$ cat config.mk
export PLATFORM = sky130hd
export DESIGN_NAME = param_dpram_clr_flat
export DESIGN_NICKNAME = d
export VERILOG_FILES = /design/src/rtl/param_dpram_clr_if.sv /design/src/rtl/param_dpram_clr.sv /design/src/flat_wrapper.sv
export SDC_FILE = /design/constraint.sdc
export NUM_CORES = 1
export LEC_CHECK = 0
export CAP_MARGIN = 40
export CORE_MARGIN = 10
export CORE_UTILIZATION = 57
export CTS_CLUSTER_SIZE = 25
export DETAILED_ROUTE_END_ITERATION = 7
export PLACE_DENSITY_LB_ADDON = 0.25
export SETUP_SLACK_MARGIN = 0.5
export SKIP_LAST_GASP = 1
export SLEW_MARGIN = 30
export SYNTH_ARGS = -nofsm -noshare
export SYNTH_HDL_FRONTEND = slang
export SYNTH_SLANG_ARGS = --single-unit
$ cat constraint.sdc
create_clock -name clk -period 2.2 [get_ports clk]
set_input_delay 0.44 -clock clk [delete_from_list [all_inputs] [get_ports clk]]
set_output_delay 0.44 -clock clk [all_outputs]
set_load 0.02 [all_outputs]
$ cat src/rtl/param_dpram_clr_if.sv
// Bus bundle for param_dpram_clr: system state, write/read request fields and
// the registered read response with its status flags.
interface param_dpram_clr_if #(
    parameter int WIDTH  = 12,
    parameter int ADDR_W = 3
);
    // Handshake: a read is requested by holding re_a high across one rising
    // edge; the response appears on q_a with q_valid high for exactly the
    // following cycle. Writes take effect on the edge where we_a is high.
    // Requests made while init_busy is high or the state is not IDLE/ACTIVE
    // are dropped and answered by a one-cycle access_err pulse instead.
    logic [3:0]        state;
    logic [WIDTH-1:0]  data_a;
    logic [ADDR_W-1:0] addr_wa;
    logic [ADDR_W-1:0] addr_ra;
    logic              we_a;
    logic              re_a;
    logic [WIDTH-1:0]  q_a;
    logic              q_valid;
    logic              init_busy;
    logic              access_err;
    logic              dbg_ready;

    modport master (
        output state, data_a, addr_wa, addr_ra, we_a, re_a,
        input  q_a, q_valid, init_busy, access_err, dbg_ready
    );

    modport slave (
        input  state, data_a, addr_wa, addr_ra, we_a, re_a,
        output q_a, q_valid, init_busy, access_err, dbg_ready
    );
endinterface

$ cat src/rtl/param_dpram_clr.sv
// Simple dual-port RAM (one write, one read, single clock) that zeroes itself
// after every reset, gated by the one-hot system state.
module param_dpram_clr #(
    parameter int WIDTH  = 12,
    parameter int DEPTH  = 8,
    parameter int ADDR_W = 3,
    parameter int BYPASS = 1
) (
    input  logic              clk,
    input  logic              reset,
    param_dpram_clr_if.slave  bus
);
    typedef enum logic {
        FSM_CLEAR = 1'b0,
        FSM_READY = 1'b1
    } fsm_e;

    localparam logic [ADDR_W:0]   DEPTH_W = DEPTH[ADDR_W:0];
    localparam logic [ADDR_W-1:0] LAST    = ADDR_W'(DEPTH - 1);

    logic [WIDTH-1:0]  mem [DEPTH];

    fsm_e              fsm_q;
    logic [ADDR_W-1:0] clr_ptr_q;
    logic [WIDTH-1:0]  q_q;
    logic              q_valid_q;
    logic              err_q;
    logic              busy_q;

    logic              port_en;
    logic              wr_in_range;
    logic              rd_in_range;
    logic              wr_ok;
    logic              rd_ok;
    logic              mem_we;
    logic [ADDR_W-1:0] mem_wa;
    logic [WIDTH-1:0]  mem_wd;
    logic [WIDTH-1:0]  rd_data_d;
    logic              err_d;

    always_comb begin
        port_en     = (bus.state == 4'b0100) || (bus.state == 4'b1000);
        wr_in_range = {1'b0, bus.addr_wa} < DEPTH_W;
        rd_in_range = {1'b0, bus.addr_ra} < DEPTH_W;
        wr_ok       = (fsm_q == FSM_READY) && port_en && bus.we_a && wr_in_range;
        rd_ok       = (fsm_q == FSM_READY) && port_en && bus.re_a;

        // The clear sweep owns the write port until the FSM reaches READY.
        mem_we = (fsm_q == FSM_CLEAR) || wr_ok;
        mem_wa = (fsm_q == FSM_CLEAR) ? clr_ptr_q : bus.addr_wa;
        mem_wd = (fsm_q == FSM_CLEAR) ? '0 : bus.data_a;

        if (!rd_in_range) begin
            rd_data_d = '0;
        end else if ((BYPASS != 0) && wr_ok && (bus.addr_wa == bus.addr_ra)) begin
            rd_data_d = bus.data_a;
        end else begin
            rd_data_d = mem[bus.addr_ra];
        end

        if ((fsm_q == FSM_CLEAR) || !port_en) begin
            err_d = bus.we_a || bus.re_a;
        end else begin
            err_d = (bus.we_a && !wr_in_range) || (bus.re_a && !rd_in_range);
        end
    end

    always_ff @(posedge clk) begin
        if (mem_we) begin
            mem[mem_wa] <= mem_wd;
        end
    end

    always_ff @(posedge clk or posedge reset) begin
        if (reset) begin
            fsm_q     <= FSM_CLEAR;
            clr_ptr_q <= '0;
            q_q       <= '0;
            q_valid_q <= 1'b0;
            err_q     <= 1'b0;
            busy_q    <= 1'b1;
        end else begin
            err_q <= err_d;
            case (fsm_q)
                FSM_CLEAR: begin
                    q_valid_q <= 1'b0;
                    if (clr_ptr_q == LAST) begin
                        fsm_q     <= FSM_READY;
                        busy_q    <= 1'b0;
                        clr_ptr_q <= '0;
                    end else begin
                        clr_ptr_q <= clr_ptr_q + ADDR_W'(1);
                    end
                end
                FSM_READY: begin
                    q_valid_q <= rd_ok;
                    if (rd_ok) begin
                        q_q <= rd_data_d;
                    end
                end
                default: begin
                    fsm_q <= FSM_CLEAR;
                end
            endcase
        end
    end

    assign bus.q_a        = q_q;
    assign bus.q_valid    = q_valid_q;
    assign bus.init_busy  = busy_q;
    assign bus.access_err = err_q;
    assign bus.dbg_ready  = (fsm_q == FSM_READY);
endmodule
$ cat src/flat_wrapper.sv
// flat-port wrapper written by rule: the top's interface ports become plain ports
module param_dpram_clr_flat 
#(
    parameter int WIDTH  = 12,
    parameter int DEPTH  = 8,
    parameter int ADDR_W = 3,
    parameter int BYPASS = 1
)
  (clk, reset, bus_state, bus_data_a, bus_addr_wa, bus_addr_ra, bus_we_a, bus_re_a, bus_q_a, bus_q_valid, bus_init_busy, bus_access_err, bus_dbg_ready);
  param_dpram_clr_if #(.WIDTH(WIDTH), .ADDR_W(ADDR_W)) bus_i ();
  input  logic clk;
  input  logic reset;
  input wire logic [$bits(bus_i.state)-1:0] bus_state;
  input wire logic [$bits(bus_i.data_a)-1:0] bus_data_a;
  input wire logic [$bits(bus_i.addr_wa)-1:0] bus_addr_wa;
  input wire logic [$bits(bus_i.addr_ra)-1:0] bus_addr_ra;
  input wire logic [$bits(bus_i.we_a)-1:0] bus_we_a;
  input wire logic [$bits(bus_i.re_a)-1:0] bus_re_a;
  output wire logic [$bits(bus_i.q_a)-1:0] bus_q_a;
  output wire logic [$bits(bus_i.q_valid)-1:0] bus_q_valid;
  output wire logic [$bits(bus_i.init_busy)-1:0] bus_init_busy;
  output wire logic [$bits(bus_i.access_err)-1:0] bus_access_err;
  output wire logic [$bits(bus_i.dbg_ready)-1:0] bus_dbg_ready;
  assign bus_i.state = bus_state;
  assign bus_i.data_a = bus_data_a;
  assign bus_i.addr_wa = bus_addr_wa;
  assign bus_i.addr_ra = bus_addr_ra;
  assign bus_i.we_a = bus_we_a;
  assign bus_i.re_a = bus_re_a;
  assign bus_q_a = bus_i.q_a;
  assign bus_q_valid = bus_i.q_valid;
  assign bus_init_busy = bus_i.init_busy;
  assign bus_access_err = bus_i.access_err;
  assign bus_dbg_ready = bus_i.dbg_ready;
  param_dpram_clr #(.WIDTH(WIDTH), .DEPTH(DEPTH), .ADDR_W(ADDR_W), .BYPASS(BYPASS)) u_core (.clk(clk), .reset(reset), .bus(bus_i));
endmodule
==> impl_metrics.json <==
{
  "antenna_left": 0,
  "slew_viol_final": 0,
  "wire_per_inst_um": 25.94,
  "clock.fmax_mhz": 514.3,
  "initial_utilization_pct": 59.61,
  "yosysSeqAreaShare_pct": 71.81,
  "synth.top_cell.area_share_pct": 61.62,
  "finalHoldViolCount": 0,
  "postCtsHoldBufs": 0,
  "reg2regPathDepth": 6,
  "hold_ws_ns": 0.2373,
  "worstSetupStartpointType": "flop",
  "viasPerCell": 6.159,
  "slew_headroom_pct": 69.03,
  "cts_tree": "yes",
  "power_density_nw_per_um2": 885.1,
  "firstDrtPassIters": 4,
  "synth_ff_type": "edfxtp_1",
  "required_ns": 2.60,
  "tns_ns": 0,
  "r2r_setup_slack_ns": 0.26,
  "wirelength_um": 11780,
  "post-route-period-util_pct": 88.38,
  "dp_hpwl_um": 6485,
  "placed_cells": 410,
  "antenna_found_initial": 0,
  "synthArstFlopShare_pct": 16.52,
  "tightest_slew_ns": 0.4641,
  "finalNonFillerCells": 454,
  "rsz0062_at_grt": "yes",
  "busiest_layer": "met2",
  "die_y_um": 110.6,
  "yosysUniqueCellTypes": 33,
  "synth_most_common_cell": "edfxtp_1",
  "r2r-start": "u_core.bus.dbg_ready",
  "crit_type": "reg -> reg",
  "met3_usage_pct": 5.727,
  "grt_max_degree": 25,
  "grt_pass1_wl_um": 17790,
  "cp_max_fo": 12,
  "yosysWarnings": 0,
  "synth_edf_count": 96,
  "io_pins": 42,
  "met1_usage_pct": 22.53,
  "synth_nets": 282,
  "diodes": 0,
  "final_core_util_pct": 81.31,
  "placed_area_um2": 5580,
  "finClkSkew_ns": 0.01633,
  "die_w_um": 110.6,
  "design.core.area_um2": 7848,
  "fp-row-count": 32,
  "drtIter0Drc": 204,
  "cts.htree.levels": 4,
  "gp_congestion": 0.7646,
  "holdCritPathClass": "in -> async",
  "status": "completed",
  "p_leak_nw": 2.351,
  "netlist_area_um2": 4678,
  "first_global_vias": 2972,
  "cts_root_buf": "clkbuf_8",
  "synth_top_area_cell": "edfxtp_1",
  "nFillCells": 396,
  "port_buffers": 41,
  "fin_nets": 367,
  "grt_overflow_total": 0,
  "endpoint_kind": "flop",
  "clock-sinks": 115,
  "yosys_register_bits": 115,
  "layout-drive-gt1-share_pct": 38.07,
  "drc": 0,
  "final_cell_area_um2": 6381,
  "vias": 2796,
  "track_usage_pct": 18.94,
  "fp.dieArea_um2": 12230,
  "critPathArrivalTime_ns": 2.35,
  "r2r_end": "u_core.bus.q_a[10]",
  "avgSynthCellArea_um2": 18.42,
  "irDropWorstVdd_uv": 740.6,
  "clk_path_buf_depth": 2,
  "gr-usage-met2_pct": 31.89,
  "cts_buffers": 17,
  "synthTopCellsByArea": "edfxtp_1 62%, mux4_2 12%, dfrtp_1 9.6%, a221oi_2 3.2%, mux2i_1 2.8%",
  "period_needed_ns": 1.944,
  "clk_pin_slew_ns": 0.07,
  "cp-startpoint": "u_core.bus.dbg_ready",
  "synth_cells": 254,
  "setup_violations": 0,
  "maxCapViolCount": 0,
  "yosys-top-cells-count": "96 x edfxtp_1, 24 x mux4_2, 21 x nor2_1",
  "syn_to_final_growth_pct": 36.40,
  "clock_latency_ns": 0.51
}
worst max-delay path by stage:
| stage | end | slack [ns] |
|---|---|---|
| global route | u_core.bus.q_a[10] | 0.19 |
| detailed placement | u_core.mem[3][6] | -0.03 |
| global placement | u_core.mem[1][5] | 0.01 |
| CTS | u_core.bus.q_a[2] | 0.31 |
| floorplan | u_core.bus.q_a[10] | 0.41 |
| finish | u_core.bus.q_a[10] | 0.26 |
flip-flops by register name, indices dropped and copies added (netlist names):
| name | count |
|---|---|
| u_core.bus.access_err | 1 |
| u_core.bus.dbg_ready | 1 |
| u_core.bus.q_a | 12 |
| u_core.bus.q_valid | 1 |
| u_core.bus.init_busy | 1 |
| u_core.mem | 96 |
| u_core.clr_ptr_q | 3 |
placed cells by master, fill, tap and decap left out, drive strengths merged, types with 2 or more instances in the layout:
cell	synthesis	final
dfrtp	18	18
inv	16	23
nor2	21	21
ha	2	2
clkinv	0	3
xnor2	3	3
edfxtp	96	96
mux2	2	2
clkbuf	5	18
clkdlybuf4s50	0	24
nand2	14	14
a221oi	12	12
nand2b	2	2
mux4	24	24
buf	9	41
clkinvlp	0	3
or2	2	2
dlygate4sd2	0	13
mux2i	15	15
clkdlybuf4s15	0	2
metal layers:
metal  wire (um)  part of all wire [%]
met1        4438                    38
met3         963                   8.2
met2        6195                    53
met4         178                   1.5
met5           0                     0
per-stage QoR:
stage	power [mW]	worst slack, ns
after floorplan	2.824	0.4089
after global placement	3.083	0.01194
after detailed placement	3.093	-0.03007
after CTS	5.656	0.3083
after global routing	5.831	0.1888
final	5.648	0.2557
power by group:
part / total (mW) / switching [mW] / internal [mW]
sequential: 2.46 / 0.0341 / 2.43
clock: 2.60 / 1.04 / 1.56
combinational: 0.586 / 0.322 / 0.264
total: 5.65 / 1.40 / 4.25
final cells by class:
| type | instances | area (um^2) | share of cell area, % |
|---|---|---|---|
| multi-input cells | 109 | 1369 | 21.45 |
| flip-flops and latches | 115 | 3361 | 52.67 |
| clock inverters | 14 | 142.6 | 2.235 |
| well taps | 102 | 127.6 | 2.000 |
| repair buffers | 80 | 893.4 | 14.00 |
| clock buffers | 18 | 427.9 | 6.706 |
| inverters | 16 | 60.06 | 0.9412 |
critical path, stage by stage (launching register included):
cell	delay, ns
dfrtp_2	0.48
buf_4	0.18
mux2i_4	0.18
xnor2_1	0.15
o41a_1	0.36
buf_12	0.18
a221oi_2	0.29
what timing repair did:
| action | 4_1_cts | 5_1_grt |
|---|---|---|
| cloned | 2 | 0 |
| endpoints found under the setup margin | 124 | 111 |
| pin swaps | 4 | 5 |
| resized for setup | 35 | 8 |
| setup buffers | 8 | 2 |
cell families after synthesis:
| logic type | count (synthesis) | synth area share, % |
|---|---|---|
| AO/OA/AOI/OAI | 18 | 4.573 |
| multiplexers | 41 | 15.41 |
| XOR/XNOR | 4 | 0.7490 |
| buffers and inverters | 30 | 2.782 |
| AND/OR/NAND/NOR | 44 | 4.146 |
| adder cells (fa/ha/maj) | 2 | 0.5348 |
| flip-flops | 115 | 71.81 |
Power figures use the tool's default switching activity.
==> RTL edit, RTL diff (config.mk and constraints unchanged) <==
`WIDTH` is set to 12 in 3 places; all go to 6.
--- a/src/rtl/param_dpram_clr_if.sv
+++ b/src/rtl/param_dpram_clr_if.sv
@@ -2,5 +2,5 @@
 // the registered read response with its status flags.
 interface param_dpram_clr_if #(
-    parameter int WIDTH  = 12,
+    parameter int WIDTH  = 6,
     parameter int ADDR_W = 3
 );
--- a/src/rtl/param_dpram_clr.sv
+++ b/src/rtl/param_dpram_clr.sv
@@ -2,5 +2,5 @@
 // after every reset, gated by the one-hot system state.
 module param_dpram_clr #(
-    parameter int WIDTH  = 12,
+    parameter int WIDTH  = 6,
     parameter int DEPTH  = 8,
     parameter int ADDR_W = 3,
--- a/src/flat_wrapper.sv
+++ b/src/flat_wrapper.sv
@@ -2,5 +2,5 @@
 module param_dpram_clr_flat 
 #(
-    parameter int WIDTH  = 12,
+    parameter int WIDTH  = 6,
     parameter int DEPTH  = 8,
     parameter int ADDR_W = 3,
Ports: changed (resized bus_data_a and bus_q_a); port bits go from 42 to 30. No check against the original RTL was run, so the function may have changed too.
==> RTL edit against the unedited design <==
Highest routed layer unchanged; final area down 47%; synthesized area down 45%; worst setup slack better by 130 ps; synthesized cell count shrank 42%; wire length is 57% lower; non-clock buffer count down 37; utilization shrank 4.2 points; sequential cell count fell by 54; cell count shrank 44%; total power decreased by 53%; sequential share of layout area is 0.11 points higher; count of clock-buffer cells in the layout shrank 8.
==> RTL edit: results (changes against the unedited design) <==
met3 Usage GRT=0.0375 (-0.0198); Leak=1.21 nW (-48%); Area after DPL=3020 sq um (-46%); overall routing resource usage=0.143 (-0.0466); EDFF count, synth=48 (-50%); Post-synth top cells=edfxtp_1, nor2_1, dfrtp_1, mux4_2, mux2i_1; Post-Syn Area per Cell=17.4 sq um (-5.4%); postcts setup bufs=6 (-2); main area contributors after synthesis=edfxtp_1, dfrtp_1, mux4_2, a211oi_2, mux2i_1; post-synthesis compound-gate area fraction=0.0408 (-0.00498); clock tree sinks=61 (-47%); Max FO, Critical Path=6 (-6); GP Congestion=0.771 (+0.78%); xor/xnor share of the synthesized area=0.0136 (+0.00610); sequential fraction of the synthesis area=0.686 (-0.0325); dpl cells=227 (-45%); power in combinational cells=0.000303 W (-48%); Peak VDD IR=0.000684 V (-7.6%); met2 routed WL=2610 um (-58%); CTS Buf Count=9 (-8); first-pass GRT wire length=8200 um (-54%); Resized cells post-CTS=18 (-49%); cell-internal power=0.00206 W (-52%); power per cell area=795 nW/um^2 (-10%); Adder-Cell Fraction of Synth Area=0.00970 (+0.00436); outcome=complete, no violations; vias in the first global route=1562 (-47%); max FFs per register=48 (-50%); Slew HR=0.601 (-0.0888); met3 routed wirelength=163 um (-83%); Vias per Instance=5.68 (-7.8%); Non-Clock Buffer Count=43 (-46%); critical path arrival=1830 ps (-520 ps); synthesized net count=170 (-40%); Place WS=19.7 ps (+49.7 ps); DP HPWL=3630 um (-44%)
-- RTL edit: worst paths after layout --
| kind | startpoint | endpoint | slack, ps | cells past startpoint |
|---|---|---|---|---|
| worst max register to register | u_core.bus.dbg_ready$_DFF_PP0_ | u_core.mem[5][5]$_DFFE_PP_ | 390 | 5 |
| worst max-delay path | u_core.bus.dbg_ready$_DFF_PP0_ | u_core.mem[5][5]$_DFFE_PP_ | 390 | 5 |
| max in group asynchronous | reset | u_core.bus.dbg_ready$_DFF_PP0_ | 1370 | 2 |
| worst min register to register | u_core.bus.init_busy$_DFFE_PP1P_ | u_core.bus.init_busy$_DFFE_PP1P_ | 510 | 1 |
| min in group clk | u_core.bus.init_busy$_DFFE_PP1P_ | u_core.bus.init_busy$_DFFE_PP1P_ | 510 | 1 |
| worst min-delay path | reset | u_core.bus.q_a[0]$_DFFE_PP0P_ | 440 | 2 |
